## config.mk

```make
export PLATFORM = sky130hd
export DESIGN_NAME = seq_magnitude_comparator
export DESIGN_NICKNAME = d
export VERILOG_FILES = /design/src/rtl/cmp_pkg.sv /design/src/rtl/chunk_comparator.sv /design/src/rtl/seq_magnitude_comparator.sv
export SDC_FILE = /design/constraint.sdc
export NUM_CORES = 1
export LEC_CHECK = 0
export ABC_AREA = 0
export CAP_MARGIN = 20
export CORE_AREA = 2 2 105 107
export CTS_CLUSTER_SIZE = 40
export DETAILED_ROUTE_END_ITERATION = 10
export DIE_AREA = 0 0 107 109
export PLACE_DENSITY = 0.67
export SYNTH_ARGS = -nofsm -noshare
export SYNTH_HDL_FRONTEND = slang
export SYNTH_SLANG_ARGS = --single-unit
```

## constraint.sdc

```tcl
create_clock -name clk -period 2.9 [get_ports clk]
set_clock_uncertainty 0.05 [all_clocks]
set_input_delay 0.435 -clock clk [delete_from_list [all_inputs] [get_ports clk]]
set_output_delay 0.435 -clock clk [all_outputs]
set_load 0.01 [all_outputs]
```

## src/rtl/cmp_pkg.sv

```systemverilog
// Shared types for the sequential magnitude comparator: FSM states, one-hot result codes, chunk count.
package cmp_pkg;

  typedef enum logic [1:0] {IDLE, RUN, DONE} cmp_state_e;

  // Result bit order is {lt, eq, gt}
  localparam logic [2:0] CMP_LT = 3'b100;
  localparam logic [2:0] CMP_EQ = 3'b010;
  localparam logic [2:0] CMP_GT = 3'b001;

  function automatic int nchunk(input int width, input int chunk);
    return width / chunk;
  endfunction

endpackage

```

## src/rtl/chunk_comparator.sv

```systemverilog
// Combinational CHUNK-bit unsigned magnitude compare; zero latency, no flow control.
module chunk_comparator #(
  parameter int CHUNK = 4
) (
  input  logic [CHUNK-1:0] a,
  input  logic [CHUNK-1:0] b,
  output logic             lt,
  output logic             eq,
  output logic             gt
);

  assign lt = (a < b);
  assign eq = (a == b);
  assign gt = (a > b);

endmodule

```

## src/rtl/seq_magnitude_comparator.sv

```systemverilog
// MSB-first multi-cycle comparator, CHUNK bits/cycle, valid/ready in and out; result held until out_ready.
// SEQ_CMP_EARLY_EXIT_EN: stop at the first unequal chunk (1..NCHUNK cycles); otherwise always NCHUNK cycles.
module seq_magnitude_comparator
  import cmp_pkg::*;
#(
  parameter int WIDTH = 32,
  parameter int CHUNK = 4
) (
  input  logic             clk,
  input  logic             rst,
  input  logic             in_valid,
  output logic             in_ready,
  input  logic [WIDTH-1:0] a,
  input  logic [WIDTH-1:0] b,
  input  logic             signed_mode,
  output logic             out_valid,
  input  logic             out_ready,
  output logic             lt,
  output logic             eq,
  output logic             gt
);

  localparam int NCHUNK = nchunk(WIDTH, CHUNK);
  localparam int IDX_W  = (NCHUNK > 1) ? $clog2(NCHUNK) : 1;
  localparam logic [WIDTH-1:0] MSB_MASK = WIDTH'(1) << (WIDTH - 1);

  cmp_state_e       state;
  logic [WIDTH-1:0] a_q, b_q;
  logic [IDX_W-1:0] idx;
  logic [WIDTH-1:0] sign_mask;
  logic [CHUNK-1:0] a_chunk, b_chunk;
  logic             c_lt, c_eq, c_gt;
  logic [2:0]       chunk_res;
`ifndef SEQ_CMP_EARLY_EXIT_EN
  logic             found_q;
  logic [2:0]       res_q;
`endif

  assign in_ready = (state == IDLE);

  // Flipping both MSBs maps two's-complement order onto unsigned order
  assign sign_mask = signed_mode ? MSB_MASK : '0;

  assign a_chunk = a_q[int'(idx) * CHUNK +: CHUNK];
  assign b_chunk = b_q[int'(idx) * CHUNK +: CHUNK];

  chunk_comparator #(.CHUNK(CHUNK)) u_chunk_cmp (
    .a  (a_chunk),
    .b  (b_chunk),
    .lt (c_lt),
    .eq (c_eq),
    .gt (c_gt)
  );

  assign chunk_res = c_lt ? CMP_LT : (c_gt ? CMP_GT : CMP_EQ);

  always_ff @(posedge clk or posedge rst) begin
    if (rst) begin
      state       <= IDLE;
      a_q         <= '0;
      b_q         <= '0;
      idx         <= '0;
      out_valid   <= 1'b0;
      {lt, eq, gt} <= 3'b000;
`ifndef SEQ_CMP_EARLY_EXIT_EN
      found_q     <= 1'b0;
      res_q       <= CMP_EQ;
`endif
    end else begin
      case (state)
        IDLE: begin
          if (in_valid) begin
            a_q   <= a ^ sign_mask;
            b_q   <= b ^ sign_mask;
            idx   <= IDX_W'(NCHUNK - 1);
            state <= RUN;
`ifndef SEQ_CMP_EARLY_EXIT_EN
            found_q <= 1'b0;
            res_q   <= CMP_EQ;
`endif
          end
        end
        RUN: begin
`ifdef SEQ_CMP_EARLY_EXIT_EN
          if (!c_eq || idx == '0) begin
            {lt, eq, gt} <= chunk_res;
            out_valid    <= 1'b1;
            state        <= DONE;
          end else begin
            idx <= idx - 1'b1;
          end
`else
          // The first unequal chunk decides; later chunks are walked only for fixed latency
          if (!found_q && !c_eq) begin
            found_q <= 1'b1;
            res_q   <= chunk_res;
          end
          if (idx == '0) begin
            {lt, eq, gt} <= found_q ? res_q : chunk_res;
            out_valid    <= 1'b1;
            state        <= DONE;
          end else begin
            idx <= idx - 1'b1;
          end
`endif
        end
        DONE: begin
          if (out_ready) begin
            out_valid    <= 1'b0;
            {lt, eq, gt} <= 3'b000;
            state        <= IDLE;
          end
        end
        default: state <= IDLE;
      endcase
    end
  end

endmodule

```

==> results of run 1 <==
path summary, 6_finish.rpt:
check,start,to,slack [ns],cells past startpoint
max,idx[1],res_q[0],0.15,7
min,a_q[20],a_q[20],0.43,2
max reg2reg,idx[1],res_q[0],0.15,7
min reg2reg,a_q[20],a_q[20],0.43,2
max in group asynchronous,rst,res_q[1],1.96,3
min in group asynchronous,rst,a_q[25],0.47,3
final cells by class:
class,count,share of cell area
Sequential cell,77,0.4138
Multi-Input combinational cell,268,0.3338
Timing Repair Buffer,80,0.1708
Tap cell,140,0.03759
Clock buffer,10,0.02954
Clock inverter,6,0.009667
Inverter,6,0.004834
per-stage QoR:
| step | util | power [W] |
|---|---|---|
| global route | 0.4395 | 0.005090 |
| global placement | 0.4222 | 0.003897 |
| floorplan | - | 0.003368 |
| finish | 0.4395 | 0.004705 |
| detailed placement | 0.4222 | 0.003968 |
| CTS | 0.4395 | 0.004739 |
power breakdown:
part	internal, W	switching (W)	total, W
Clock	0.000338	0.000415	0.000753
Sequential	0.00158	0.000381	0.00196
Combinational	0.00104	0.000954	0.00199
registers in the layout (all words and copies together), names as in the netlist:
register / cells
a_q: 32
b_q: 32
idx: 3
res_q: 3
state: 2
eq: 1
found_q: 1
gt: 1
lt: 1
out_valid: 1
placed cells by master (no fill, tap or decap), drive strengths merged:
cell / count
a32oi: 3
nor2b: 2
o21a: 1
clkbuf: 10
dfrtp: 76
clkdlybuf4s50: 73
and4: 1
nand3: 3
buf: 7
mux2i: 4
nor2: 7
and4bb: 1
o211ai: 1
a21oi: 5
o41ai: 1
o21ai: 8
xnor2: 2
nor3: 1
nor3b: 1
o31ai: 1
or4: 1
a31oi: 2
nand2: 191
nor4b: 1
clkinv: 1
nand3b: 2
ha: 6
dfstp: 1
nand2b: 1
clkinvlp: 3
inv: 8
mux2: 4
mux4: 16
and2: 1
or3: 1
layer usage:
| layer | wire length [µm] | GRT usage | share of wire | vias up |
|---|---|---|---|---|
| li1 | - | - | - | 1351 |
| met1 | 3833 | 0.2151 | 0.47 | 1307 |
| met2 | 3818 | 0.2252 | 0.47 | 67 |
| met3 | 426 | 0.04124 | 0.052 | 6 |
| met4 | 65 | 0.04174 | 0.0080 | 0 |
| met5 | 0 | 0 | 0 | - |
tightest hold or removal path, cell delays in order (launching register included):
cell and delay (ns):
dfrtp_1 0.35, nand2_1 0.05, nand2_1 0.05
kinds of logic (layout without fill, tap and decap cells):
kind of cell,count (synthesis),in the layout,synth area share
AO/OA/AOI/OAI,22,22,0.03964
XOR/XNOR,2,2,0.004869
adder cells (fa/ha/maj),6,6,0.02086
buffers and inverters,26,102,0.03373
flip-flops,77,77,0.5358
multiplexers,24,24,0.1238
AND/OR/NAND/NOR,214,214,0.2413
==> results by group, run 1 <==
Status
  – Status: complete, no violations

Setup path
  – Critical path's slowest cell: mux4_2
  – CP Capture Type: register
  – Req. time, crit path: 3.09 ns
  – WS Path Type: reg -> reg
  – Worst path max stage delay: 0.57 ns
  – Critical path, cell by cell: mux4_2 -> mux2_2 -> ha_1 -> and4_1 -> or4_4 -> nand3_1 -> o21ai_1
  – WP buf/inv: 0
  – Worst endpoint data arrival time: 2.93 ns
  – Kind of cell adding the most delay to the critical path: multiplexers
  – Maximum fanout along the worst path: 7
  – Worst setup SP type: register

Synth
  – Most area-consuming cells after synthesis: dfrtp_1, nand2_1, mux4_2
  – Post-synth top cells: nand2_1, dfrtp_1, mux4_2
  – EDFF count, synth: 0
  – Post-Syn Nets: 446
  – Count of state elements after synthesis: 77
  – Leading cell type by number of instances after synthesis: nand2_1
  – Sequential fraction of the synthesis area: 0.5358
  – Share of flip-flops with an asynchronous set or reset: 1.000
  – Gate Count Post-Synth: 371
  – Largest area contributor in the netlist: dfrtp_1
  – Synth Warn #: 0
  – Synth Flop Type: dfrtp_1
  – Share of the synthesized area in the top cell type: 0.5285
  – Post-Syn Area: 0.003598 mm²
  – Netlist cell types: 35
  – Post-Syn Area per Cell: 9.699 µm²

STA
  – RSZ-0062 raised after global routing: no
  – Headroom to the max-slew limit: 0.5697
  – Pins over their slew limit: 0
  – Final Critical Period: 2.745 ns
  – Tcrit/Tclk final: 0.9467
  – Final worst slack: 0.1547 ns
  – Final TNS setup: 0 ns
  – Final Hold Violating Endpoints: 0
  – Slew @ Worst Pin: 0.6455 ns
  – Fmax: 364.3 MHz
  – Final setup violation count: 0
  – WHS: 0.4272 ns

Finish
  – Synth-to-Final Area Change: 29.49%
  – Final nets: 517
  – Antenna Cells: 0
  – Non-filler instance count after layout: 587
  – Proportion of layout cells with a drive suffix above 1: 0.1141
  – Seq. cell area: 0.001928 mm²
  – Multi-input logic area: 0.001555 mm²
  – Fin area: 0.004659 mm²
  – Filler cells: 1,029

Clocking
  – Max Root-Sink Buffers: 2
  – Clock-pin slew on the worst setup and hold paths: 0.09 ns
  – Postcts setup bufs: 0
  – Hold bufs inserted after CTS: 0
  – # resized after CTS: 0
  – Clk_lat worst skew: 0.35 ns
  – Clk sinks: 77
  – CTS Root Cell: clkbuf_8
  – Number of CTS-inserted buffers: 9
  – CTS H-tree lvls: 3
  – CTS tree: done

Placement
  – DP Worst Slack: 0.1867 ns
  – Hpwl dp: 5898 µm
  – Placed insts: 571
  – GPL Wtd Cong: 0.7931
  – I/O Buffers: 73
  – Dpl cell area: 0.004477 mm²

Floorplanning
  – CORE AREA: 0.01060 mm²
  – Die ar.: 0.01166 mm²
  – Initial Util: 0.3394
  – Site Rows: 38
  – Ports: 74
  – Horiz. Die Dim: 107 µm
  – Die Ht: 109 µm

Routing
  – Drt first pass iters: 4
  – Vias: 2,731
  – Drc violations: 0
  – DR iter-0 viols: 173
  – Total routed wirelength: 8144 µm
  – ANT nets after route: 0
  – Post-DR vias/cell: 4.652
  – Drt wl/cell: 13.87 µm

GRT
  – Vias in the first global route: 2,700
  – First-pass GRT wire length: 13,480 µm
  – GRT overflow: 0
  – Largest net degree at the start of global routing: 69
  – Initial antenna violation count: 0
  – Total GRT Usage: 0.1503

Pwr
  – Leak Pwr: 2.210 nW
  – Max IR drop VDD: 0.3360 mV
  – Pwr Density: 1010 mW/mm²

Worst hold path
  – Hold WC Path Type: reg -> reg

Run
  – Maxcap violations: 0
(Power assumes the default switching activity.)
==> run 2, diff against run 1 <==
--- a/config.mk
+++ b/config.mk
@@ -5,7 +5,6 @@
 export SDC_FILE = /design/constraint.sdc
 export NUM_CORES = 1
 export LEC_CHECK = 0
-export ABC_AREA = 0
 export CAP_MARGIN = 20
 export CORE_AREA = 2 2 105 107
 export CTS_CLUSTER_SIZE = 40
==> results of run 2 <==
Same layout as run 1: the final DEF is identical, and so are final timing and power.
